==> src/rtl/frontend_hazard_ctrl_pkg.sv <==
// ----------------------------------------------------------------------------
// frontend_hazard_ctrl_pkg
// Shared definitions for the front-end sequencer:
//   - FE_IDLE / FE_FETCH / FE_DISCARD : state encodings (3 is unused)
//   - FE_NOP                          : instruction word loaded by an IF/ID flush
//   - REG_AW_DEFAULT                  : default register-index width
//   - fe_state_e                      : FSM state type built on the encodings
// ----------------------------------------------------------------------------
package frontend_hazard_ctrl_pkg;

    localparam logic [1:0]  FE_IDLE    = 2'd0;
    localparam logic [1:0]  FE_FETCH   = 2'd1;
    localparam logic [1:0]  FE_DISCARD = 2'd2;

    localparam logic [31:0] FE_NOP     = 32'h0000_0013;

    localparam int unsigned REG_AW_DEFAULT = 5;

    typedef enum logic [1:0] {
        StIdle    = FE_IDLE,
        StFetch   = FE_FETCH,
        StDiscard = FE_DISCARD
    } fe_state_e;

endpackage

==> src/rtl/frontend_hazard_detect.sv <==
// ----------------------------------------------------------------------------
// frontend_hazard_detect
// Combinational load-use compare between the load in EX and the sources of
// the instruction in ID. Register x0 never creates a dependency.
// Ports:
//   id_valid, id_rs1, id_rs2        : ID stage instruction and its sources
//   ex_valid, ex_mem_read, ex_rd    : EX stage instruction, load flag, dest
//   load_use                        : ID must stall one cycle behind the load
// ----------------------------------------------------------------------------
module frontend_hazard_detect
    import frontend_hazard_ctrl_pkg::*;
#(
    parameter int unsigned REG_AW = REG_AW_DEFAULT
) (
    input  logic              id_valid,
    input  logic [REG_AW-1:0] id_rs1,
    input  logic [REG_AW-1:0] id_rs2,
    input  logic              ex_valid,
    input  logic              ex_mem_read,
    input  logic [REG_AW-1:0] ex_rd,
    output logic              load_use
);

    logic rd_nonzero;
    logic src_match;

    assign rd_nonzero = (ex_rd != '0);
    assign src_match  = (ex_rd == id_rs1) || (ex_rd == id_rs2);
    assign load_use   = ex_valid && ex_mem_read && rd_nonzero && id_valid && src_match;

endmodule

==> src/rtl/frontend_hazard_ctrl.sv <==
// ----------------------------------------------------------------------------
// frontend_hazard_ctrl
// Front-end sequencer: owns the instruction-memory request handshake, stalls
// on load-use hazards, applies branch redirects and discards a fetch that a
// redirect made stale. All outputs are Mealy functions of state and inputs.
// Ports:
//   clk, rst_n            : clock, asynchronous active-low reset
//   imem_req / imem_ready : fetch request (held until ready) / data valid
//   id_*, ex_*            : operands for the load-use compare
//   branch_taken          : EX resolved a taken branch/jump
//   pc_enable, pc_redirect: PC update strobe / PC mux selects target
//   if_id_enable/flush    : IF/ID load strobe / load NOP with valid=0
//   if_id_valid_in        : valid bit presented to IF/ID
//   id_ex_flush           : bubble into ID/EX
//   ctrl_state            : current state (debug)
//   stall_cycles, redirect_count : saturating counters, only with
//                           FRONTEND_PERF_CNT_EN defined
// ----------------------------------------------------------------------------
module frontend_hazard_ctrl
    import frontend_hazard_ctrl_pkg::*;
#(
    parameter int unsigned REG_AW = REG_AW_DEFAULT
) (
    input  logic              clk,
    input  logic              rst_n,
    output logic              imem_req,
    input  logic              imem_ready,
    input  logic              id_valid,
    input  logic [REG_AW-1:0] id_rs1,
    input  logic [REG_AW-1:0] id_rs2,
    input  logic              ex_valid,
    input  logic              ex_mem_read,
    input  logic [REG_AW-1:0] ex_rd,
    input  logic              branch_taken,
    output logic              pc_enable,
    output logic              pc_redirect,
    output logic              if_id_enable,
    output logic              if_id_flush,
    output logic              if_id_valid_in,
    output logic              id_ex_flush,
`ifdef FRONTEND_PERF_CNT_EN
    output logic [31:0]       stall_cycles,
    output logic [31:0]       redirect_count,
`endif
    output logic [1:0]        ctrl_state
);

    fe_state_e state_q, state_d;
    logic      load_use;

    frontend_hazard_detect #(
        .REG_AW (REG_AW)
    ) u_hazard_detect (
        .id_valid    (id_valid),
        .id_rs1      (id_rs1),
        .id_rs2      (id_rs2),
        .ex_valid    (ex_valid),
        .ex_mem_read (ex_mem_read),
        .ex_rd       (ex_rd),
        .load_use    (load_use)
    );

    always_ff @(posedge clk or negedge rst_n) begin
        if (!rst_n) begin
            state_q <= StIdle;
        end else begin
            state_q <= state_d;
        end
    end

    always_comb begin
        state_d        = state_q;
        imem_req       = 1'b0;
        pc_enable      = 1'b0;
        pc_redirect    = 1'b0;
        if_id_enable   = 1'b0;
        if_id_flush    = 1'b0;
        if_id_valid_in = 1'b0;
        id_ex_flush    = 1'b0;

        case (state_q)
            // No request in IDLE; imem_ready is ignored here.
            StIdle: begin
                state_d = StFetch;
            end

            StFetch: begin
                imem_req = 1'b1;
                if (branch_taken) begin
                    pc_redirect = 1'b1;
                    pc_enable   = 1'b1;
                    if_id_flush = 1'b1;
                    id_ex_flush = 1'b1;
                    // An outstanding request now returns a stale word.
                    if (!imem_ready) begin
                        state_d = StDiscard;
                    end
                end else if (load_use) begin
                    // Hold PC so the same address is re-requested next cycle.
                    id_ex_flush = 1'b1;
                end else if (imem_ready) begin
                    pc_enable      = 1'b1;
                    if_id_enable   = 1'b1;
                    if_id_valid_in = 1'b1;
                end else begin
                    // Memory wait: bubble into ID.
                    if_id_enable = 1'b1;
                end
            end

            StDiscard: begin
                imem_req = 1'b1;
                if (branch_taken) begin
                    pc_redirect = 1'b1;
                    pc_enable   = 1'b1;
                    if_id_flush = 1'b1;
                    id_ex_flush = 1'b1;
                end else begin
                    if_id_enable = 1'b1;
                    if (imem_ready) begin
                        state_d = StFetch;
                    end
                end
            end

            // Unused encoding recovers to IDLE.
            default: begin
                state_d = StIdle;
            end
        endcase
    end

    assign ctrl_state = state_q;

`ifdef FRONTEND_PERF_CNT_EN
    logic [31:0] stall_cycles_q;
    logic [31:0] redirect_count_q;
    logic        stall_event;

    assign stall_event = imem_req && !pc_enable && !pc_redirect;

    always_ff @(posedge clk or negedge rst_n) begin
        if (!rst_n) begin
            stall_cycles_q   <= '0;
            redirect_count_q <= '0;
        end else begin
            if (stall_event && (stall_cycles_q != '1)) begin
                stall_cycles_q <= stall_cycles_q + 32'd1;
            end
            if (pc_redirect && (redirect_count_q != '1)) begin
                redirect_count_q <= redirect_count_q + 32'd1;
            end
        end
    end

    assign stall_cycles   = stall_cycles_q;
    assign redirect_count = redirect_count_q;
`endif

endmodule

==> config.mk <==
export PLATFORM = sky130hd
export DESIGN_NAME = frontend_hazard_ctrl
export DESIGN_NICKNAME = d
export VERILOG_FILES = /design/src/rtl/frontend_hazard_ctrl_pkg.sv /design/src/rtl/frontend_hazard_detect.sv /design/src/rtl/frontend_hazard_ctrl.sv
export SDC_FILE = /design/constraint.sdc
export NUM_CORES = 1
export LEC_CHECK = 0
export ABC_AREA = 1
export CORE_MARGIN = 2
export CORE_UTILIZATION = 30
export CTS_CLUSTER_SIZE = 8
export DETAILED_ROUTE_END_ITERATION = 10
export MAX_ROUTING_LAYER = met4
export PLACE_DENSITY = 0.81
export SLEW_MARGIN = 20
export SYNTH_ARGS = -nofsm -noshare
export SYNTH_HDL_FRONTEND = slang
export SYNTH_SLANG_ARGS = --single-unit
==> constraint.sdc <==
create_clock -name clk -period 1.3 [get_ports clk]
set_clock_uncertainty 0.1 [all_clocks]
set_input_delay 0.26 -clock clk [delete_from_list [all_inputs] [get_ports clk]]
set_output_delay 0.26 -clock clk [all_outputs]
set_load 0.02 [all_outputs]
---- After elaboration in Yosys (flattened, before gate mapping) ----
Cells that the tools add are included.
storage, ports and cells
  register bits after elaboration ......... 2
  input bits .............................. 22
  output and inout bits ................... 9
  word-level logic and storage cells ...... 39
operators by class
  equality and inequality tests ........... 8
  multiplexer cells ....................... 21
  reductions and logical operators ........ 9
operator list
  cell                                                                    number
  1-bit 2-to-1 mux                                                        13
  5-bit equality test                                                     2
  2-bit 2-to-1 mux                                                        4
  2-bit != test (second input constant)                                   4
  1-bit case mux with 2 select lines                                      3
  2-bit case mux with 3 select lines                                      1
  5-bit nonzero test                                                      1
  1-bit logical AND                                                       4
  4-bit AND reduction                                                     1
  2-bit by 1-bit equality test with 1-bit output (second input constant)  1
  2-bit equality test (second input constant)                             1
  2-bit logical NOT                                                       1
  2-bit OR reduction                                                      1
  1-bit logical OR                                                        1

---- Logic depth before layout (Yosys ltp) ----
Gate-level depths: netlist of the first run.
  depth after elaboration ................. 7
  gate-level depth with buffers ........... 9
  gate-level depth less buffers ........... 9

---- Hierarchy ----
From an unflattened synthesis of the first run, not the netlist that was laid out.
second synthesis, totals
  cells, all modules ...................... 84
  area, all modules ....................... 450.4 um2
modules (own cells, without submodules)
  module                  instances  cells an instance  area each (um2)  sequential area each (um2)
  frontend_hazard_ctrl    1          39                 251.5            50.0
  frontend_hazard_detect  1          45                 198.9            0.0

---- Least setup slack after synthesis of the first run ----
OpenSTA, ideal clock, no wires.
  kind .................................... reg2out
  start ................................... register state_q[0] (netlist: ctrl_state[0])
  end ..................................... output id_ex_flush
  arrival time ............................ 1457 ps
  data required time ...................... 940 ps
  slack ................................... -517 ps
  cell stages (with the launch flop) ...... 5
  path buffers ............................ 0
  path through ............................ dfrtp_1 > inv_1 > ha_1 > nand2_1 > a21oi_1
on the way
  longest elaborated chain between the ends .. 2
  elaborated cells between the ends (all ways) .. 3
  classes of those cells .................. 2 x eq/ne; 1 x mux
RTL lines
  item                                                                                          RTL line                    RTL
  start: declaration                                                                            frontend_hazard_ctrl.sv:48  fe_state_e state_q, state_d;
  start signal: assignment                                                                      frontend_hazard_ctrl.sv:65  state_q <= StIdle;
  start signal: assignment                                                                      frontend_hazard_ctrl.sv:67  state_q <= state_d;
  2-bit equality test / 2-bit by 1-bit equality test with 1-bit output (equally long branches)  frontend_hazard_ctrl.sv:81  case (state_q)
  1-bit case mux with 2 select lines *                                                          frontend_hazard_ctrl.sv:81
  end: declaration                                                                              frontend_hazard_ctrl.sv:40  output logic id_ex_flush,
Every way passes the cells marked *; elsewhere a longest branch is shown, timed or not.

---- Final worst setup path of the first run ----
Ends and elaborated chain as after synthesis.

==> results of run 1 <==
[layout make-up]
class / count / area share [%]
inverter: 20 / 8.68
clock buffer: 3 / 2.30
sequential: 2 / 5.36
tap: 15 / 1.92
multi-input combinational: 56 / 43.4
timing repair buffer: 40 / 38.3
[worst max-delay path, cell delays in order, from the launching register on]
cell	delay, ns
dfrtp_2	0.42
inv_4	0.09
ha_4	0.14
inv_2	0.04
o21ai_4	0.12
nand2_2	0.10
a21oi_4	0.13
buf_6	0.13
[final timing paths]
path,start,endpoint,slack (ns),cells after the start
worst min register to register,ctrl_state[0],ctrl_state[0],0.49,2
worst max register to register,ctrl_state[0],ctrl_state[0],-0.20,8
worst min-delay path,rst_n,ctrl_state[1],0.1,1
min in group clk,ctrl_state[0],ctrl_state[0],0.49,2
worst max-delay path,ctrl_state[0],id_ex_flush,-0.46,7
max in group asynchronous,rst_n,ctrl_state[0],0.86,1
[power breakdown]
group	internal (mW)	switching [mW]	leakage, nW
clock	0.102	0.0351	0.0138
combinational	0.835	0.787	0.488
sequential	0.102	0.0522	0.0219
[routing by layer]
layer / part of all wire [%] / vias to the layer above / GRT usage (%) / routed length (um)
met1: 43 / 283 / 20.4 / 610
li1: - / 323 / - / -
met5: 0 / - / - / 0
met3: 3.6 / 0 / 4.35 / 52
met4: 0 / 0 / 1.94 / 0
met2: 54 / 14 / 29.4 / 767
[stage by stage]
step	setup slack, ns	area [um^2]	utilization (%)
6_report	-0.457	980	74.4
5_1_grt	-0.536	980	74.4
4_1_cts	-0.449	925	70.2
3_5_place_dp	-1.16	892	67.7
3_3_place_gp	-1.12	892	67.7
2_1_floorplan	-0.207	519	-
[cells by family (layout without fill, tap and decap cells)]
group / count (synthesis) / in the layout / synth area share [%]
AO/OA/AOI/OAI: 8 / 8 / 12.8
XOR/XNOR: 2 / 2 / 4.07
adder cells (fa/ha/maj): 3 / 3 / 8.72
buffers and inverters: 21 / 63 / 19.2
flip-flops: 2 / 2 / 11.6
AND/OR/NAND/NOR: 43 / 43 / 43.6
[cell usage in the layout (no fill, tap or decap), types with 3 or more instances in the layout]
master | Yosys | layout
nand2_1 | 25 | 21
inv_1 | 18 | 11
buf_6 | 0 | 11
nor2_1 | 9 | 8
dlygate4sd2_1 | 0 | 8
clkdlybuf4s50_1 | 0 | 6
buf_4 | 1 | 6
inv_2 | 2 | 5
inv_4 | 0 | 4
nand2_4 | 0 | 4
a21oi_4 | 0 | 3
ha_4 | 0 | 3
clkbuf_4 | 0 | 3
buf_2 | 0 | 3
[repair_timing]
item	4_1_cts	5_1_grt
pin swaps	15	6
buffers inserted	1	2
endpoints found under the setup margin	11	10
resized for setup	83	15
==> results.toml, run 1 <==
[clocking]
clk-insertion-delay-late_ns = 0.22
root_buffer = "clkbuf_4"
hold_buffers = 0
numCtsBuffers = 3
clockBufferDepth = 2
h-tree-depth = 1
cts_num_sinks = 2
clkSlewWorstSetupHoldPaths_ns = 0.03
cts_tree = "yes"

[route]
drc_errors = 0
detail_route.vias_per_cell = 4.56
drt_iter0_drc = 6
post_drt_wl_per_cell_um = 10.5
first_pass_iters = 3
totalWireLength_um = 1430
vias = 620
ant_nets = 0

[flow_run]
maxCapViolations = 0

[floorplanning]
core_um2 = 1320
die_w_um = 41.9
dieHeight_um = 41.9
io_pins = 31
fp.dieArea_um2 = 1750
rows = 13
start_util_pct = 32.7

[run_status]
status = "finished, violations left"
violations = "setup timing"

[sta]
finalCriticalPeriod_ns = 1.76
fmax_mhz = 569
hold_ws_ns = 0.0996
rsz0062_at_grt = "true"
fin_setup_tns_ns = -2.97
hold_violations = 0
slew_headroom_pct = 86.6
worst_slew_pin_slew_ns = 0.201
setup_slack_ns = -0.457
slew_viol_final = 0
fin_crit_sh_pct = 135
finalSetupViolCount = 9

[power_and_ir_drop]
pwr_density_cell_nw_per_um2 = 1950
p_total_mw = 1.91
p_leak_nw = 0.524
ir_worst_vdd_mv = 1.38

[global_routing]
antenna_found_initial = 0
grt_max_degree = 6
gr-usage-all-layers_pct = 17.0
grt_pass1_wl_um = 2330
grt_pass1_vias = 577
overflow = 0

[yosys]
synth_top_area_share_pct = 21.8
synth_edf_count = 0
ys_ff_latch = 2
yosysWarningCount = 0
synth_area_leaders = "nand2_1, inv_1, dfrtp_1"
synth_top_flop_cell = "dfrtp_1"
syn_nets = 104
yosysSeqAreaShare_pct = 11.6
synth-async-reset-ratio_pct = 100
yosys-top-cells-count = "nand2_1, inv_1, nor2_1"
yosysTopAreaCell = "nand2_1"
synth_most_common_cell = "nand2_1"
syn_area_per_cell_um2 = 5.45
synth.distinct_cells = 19
syn_inst = 79
synthesis.area_um2 = 430

[critical_path]
critical_path_arrival_ns = 1.40
critical_path_required_ns = 0.94
endpoint_kind = "output pin"
startpoint_type = "register"
worst-setup-path-type = "reg -> out"
path_max_fanout = 3

[placed_design]
dp.cells = 130
gp_congestion = 0.766
port-buffer-count = 30
hpwlAfterDp_um = 1100

[final_layout]
regArea_um2 = 52.6
syn_to_final_growth_pct = 128
drive_above_1_share_pct = 47.1
fillers = 103
final_cells = 136
antenna_cells = 0
nets = 148
multi_input_comb_area_um2 = 425
largest_register_ffs = 2

[hold_path]
hold_class = "in -> async"
(Power assumes the default switching activity.)
==> run 2, diff against run 1 <==
Settings changed: CORE_AREA from default to 2 2 39 41, CORE_MARGIN 2 to default, CORE_UTILIZATION 30 to default, DIE_AREA from default to 0 0 41 43, PLACE_DENSITY 0.81 to 0.83.
Clock period 1.3 ns to 2.2 ns, I/O delays scaled along.
==> results.toml, run 2 (synthesis results as in run 1) <==
[sta]
fmax_mhz = 472
fin_setup_tns_ns = 0
slew_headroom_pct = 84.7
worst_slew_pin_slew_ns = 0.229
finalSetupViolCount = 0
finalCriticalPeriod_ns = 2.12
fin_crit_sh_pct = 96.2
slew_viol_final = 0
hold_violations = 0

[route]
first_pass_iters = 2
totalWireLength_um = 1210
vias = 584
drt_iter0_drc = 2
ant_nets = 0
post_drt_wl_per_cell_um = 9.03
detail_route.vias_per_cell = 4.36
drc_errors = 0

[floorplanning]
die_w_um = 41
rows = 14
core_um2 = 1380
dieHeight_um = 43
fp.dieArea_um2 = 1760
io_pins = 31
start_util_pct = 31.1

[global_routing]
grt_max_degree = 6
antenna_found_initial = 0
gr-usage-all-layers_pct = 16.4
overflow = 0
grt_pass1_wl_um = 2030
grt_pass1_vias = 563

[critical_path]
path_max_fanout = 5
worst-setup-path-type = "in -> out"
crit_path_cell_trace = "dlygate4sd2_1 -> nand2_1 -> inv_1 -> nor2_1 -> nor2_1 -> nand3_1 -> nand2_1 -> nand2_2 -> nand2_4 -> a21oi_4 -> buf_6"
slowest_stage = "dlygate4sd2_1"
r2r_cells = 8
endpoint_kind = "output pin"
critical_path_arrival_ns = 1.58
ff2ff_setup_slack_ns = 0.69
r2r_end = "ctrl_state[0]"
slowest_delay_ns = 0.27
critical_path_required_ns = 1.66
startpoint_type = "input pin"
reg2reg_from = "ctrl_state[0]"

[power_and_ir_drop]
power.switching_mw = 0.369
clkPwrFrac_pct = 10.5
pwr_density_cell_nw_per_um2 = 939
netSwitchingFraction_pct = 48.3
p_int_mw = 0.395
ir_worst_vdd_mv = 0.485
comb_power_share_pct = 80.5
p_total_mw = 0.764
p_seq_share_pct = 9.0
p_leak_nw = 0.495

[clocking]
h-tree-depth = 1
root_buffer = "clkbuf_4"
clk-insertion-delay-late_ns = 0.22
clkSlewWorstSetupHoldPaths_ns = 0.03
cts_tree = "yes"
clockBufferDepth = 2
cts_setup_buffers = 0
numCtsBuffers = 3
cts_num_sinks = 2

[placed_design]
gp_congestion = 0.723
placed_area_um2 = 796
port-buffer-count = 30
hpwlAfterDp_um = 1090

[final_layout]
regArea_um2 = 50.0
design_area_um2 = 813
largest_register_ffs = 2
fin_util_pct = 58.8
drive_above_1_share_pct = 20.3
multi_input_comb_area_um2 = 317
antenna_cells = 0
nets = 145
final_common_cell = "nand2_1"
syn_to_final_growth_pct = 89.0
final_cell_mix = "nand2_1, inv_1, dlygate4sd2_1"
fillers = 142

[flow_run]
maxCapViolations = 0

[run_status]
status = "completed"

[hold_path]
hold_class = "in -> async"
run 2: power groups by stage:
stage | combinational (mW) | sequential (mW) | clock, mW
3_3_place_gp | 0.616 | 0.0693 | 0
3_5_place_dp | 0.640 | 0.0697 | 0
2_1_floorplan | 0.313 | 0.0931 | 0
6_report | 0.615 | 0.0688 | 0.0802
4_1_cts | 0.598 | 0.0693 | 0.0823
5_1_grt | 0.663 | 0.0716 | 0.0880
run 2: metal layers:
layer | GRT usage (%) | part of all wire [%] | vias to the layer above
met5 | - | 0 | -
met4 | 2.00 | 0 | 0
met3 | 1.57 | 5.0 | 0
met2 | 30.3 | 54 | 17
met1 | 18.0 | 40 | 252
li1 | - | - | 315
run 2: per-stage QoR:
step	hold WS (ns)	cells	worst slack, ns
floorplan	0.0444	79	0.203
global placement	0.446	131	-0.548
detailed placement	0.442	131	-0.574
CTS	0.280	134	0.00383
global route	0.287	134	-0.00475
finish	0.280	134	0.0826
run 2: worst max-delay path by stage:
stage / slack, ns / to / depth (start not counted) / from
finish: 0.08 / pc_enable / 11 / ex_rd[0]
global route: -0.005 / if_id_valid_in / 11 / ex_rd[3]
global placement: -0.55 / id_ex_flush / 10 / ex_rd[1]
detailed placement: -0.57 / pc_enable / 10 / ex_rd[0]
floorplan: 0.20 / id_ex_flush / 4 / ctrl_state[0]
CTS: 0.004 / if_id_valid_in / 8 / id_rs2[4]
run 2: layout make-up:
type / count / share of cell area [%]
clock buffer: 3 / 2.77
inverter: 20 / 9.23
multi-input combinational: 56 / 38.9
sequential: 2 / 6.15
tap: 16 / 2.46
timing repair buffer: 37 / 40.5
run 2: critical path, delay by kind of cell:
family                 cells  cell delay (ns)
AOI/OAI and AO/OA          1             0.16
and+or+nand+nor            7             0.52
buffers and inverters      3             0.44
run 2: timing repair:
| action | CTS | global route |
|---|---|---|
| setup endpoints to repair | 6 | 4 |
| pin swaps | 6 | 4 |
| hold buffers | 0 | 0 |
| resized for setup | 34 | 7 |
| cloned | 0 | 0 |
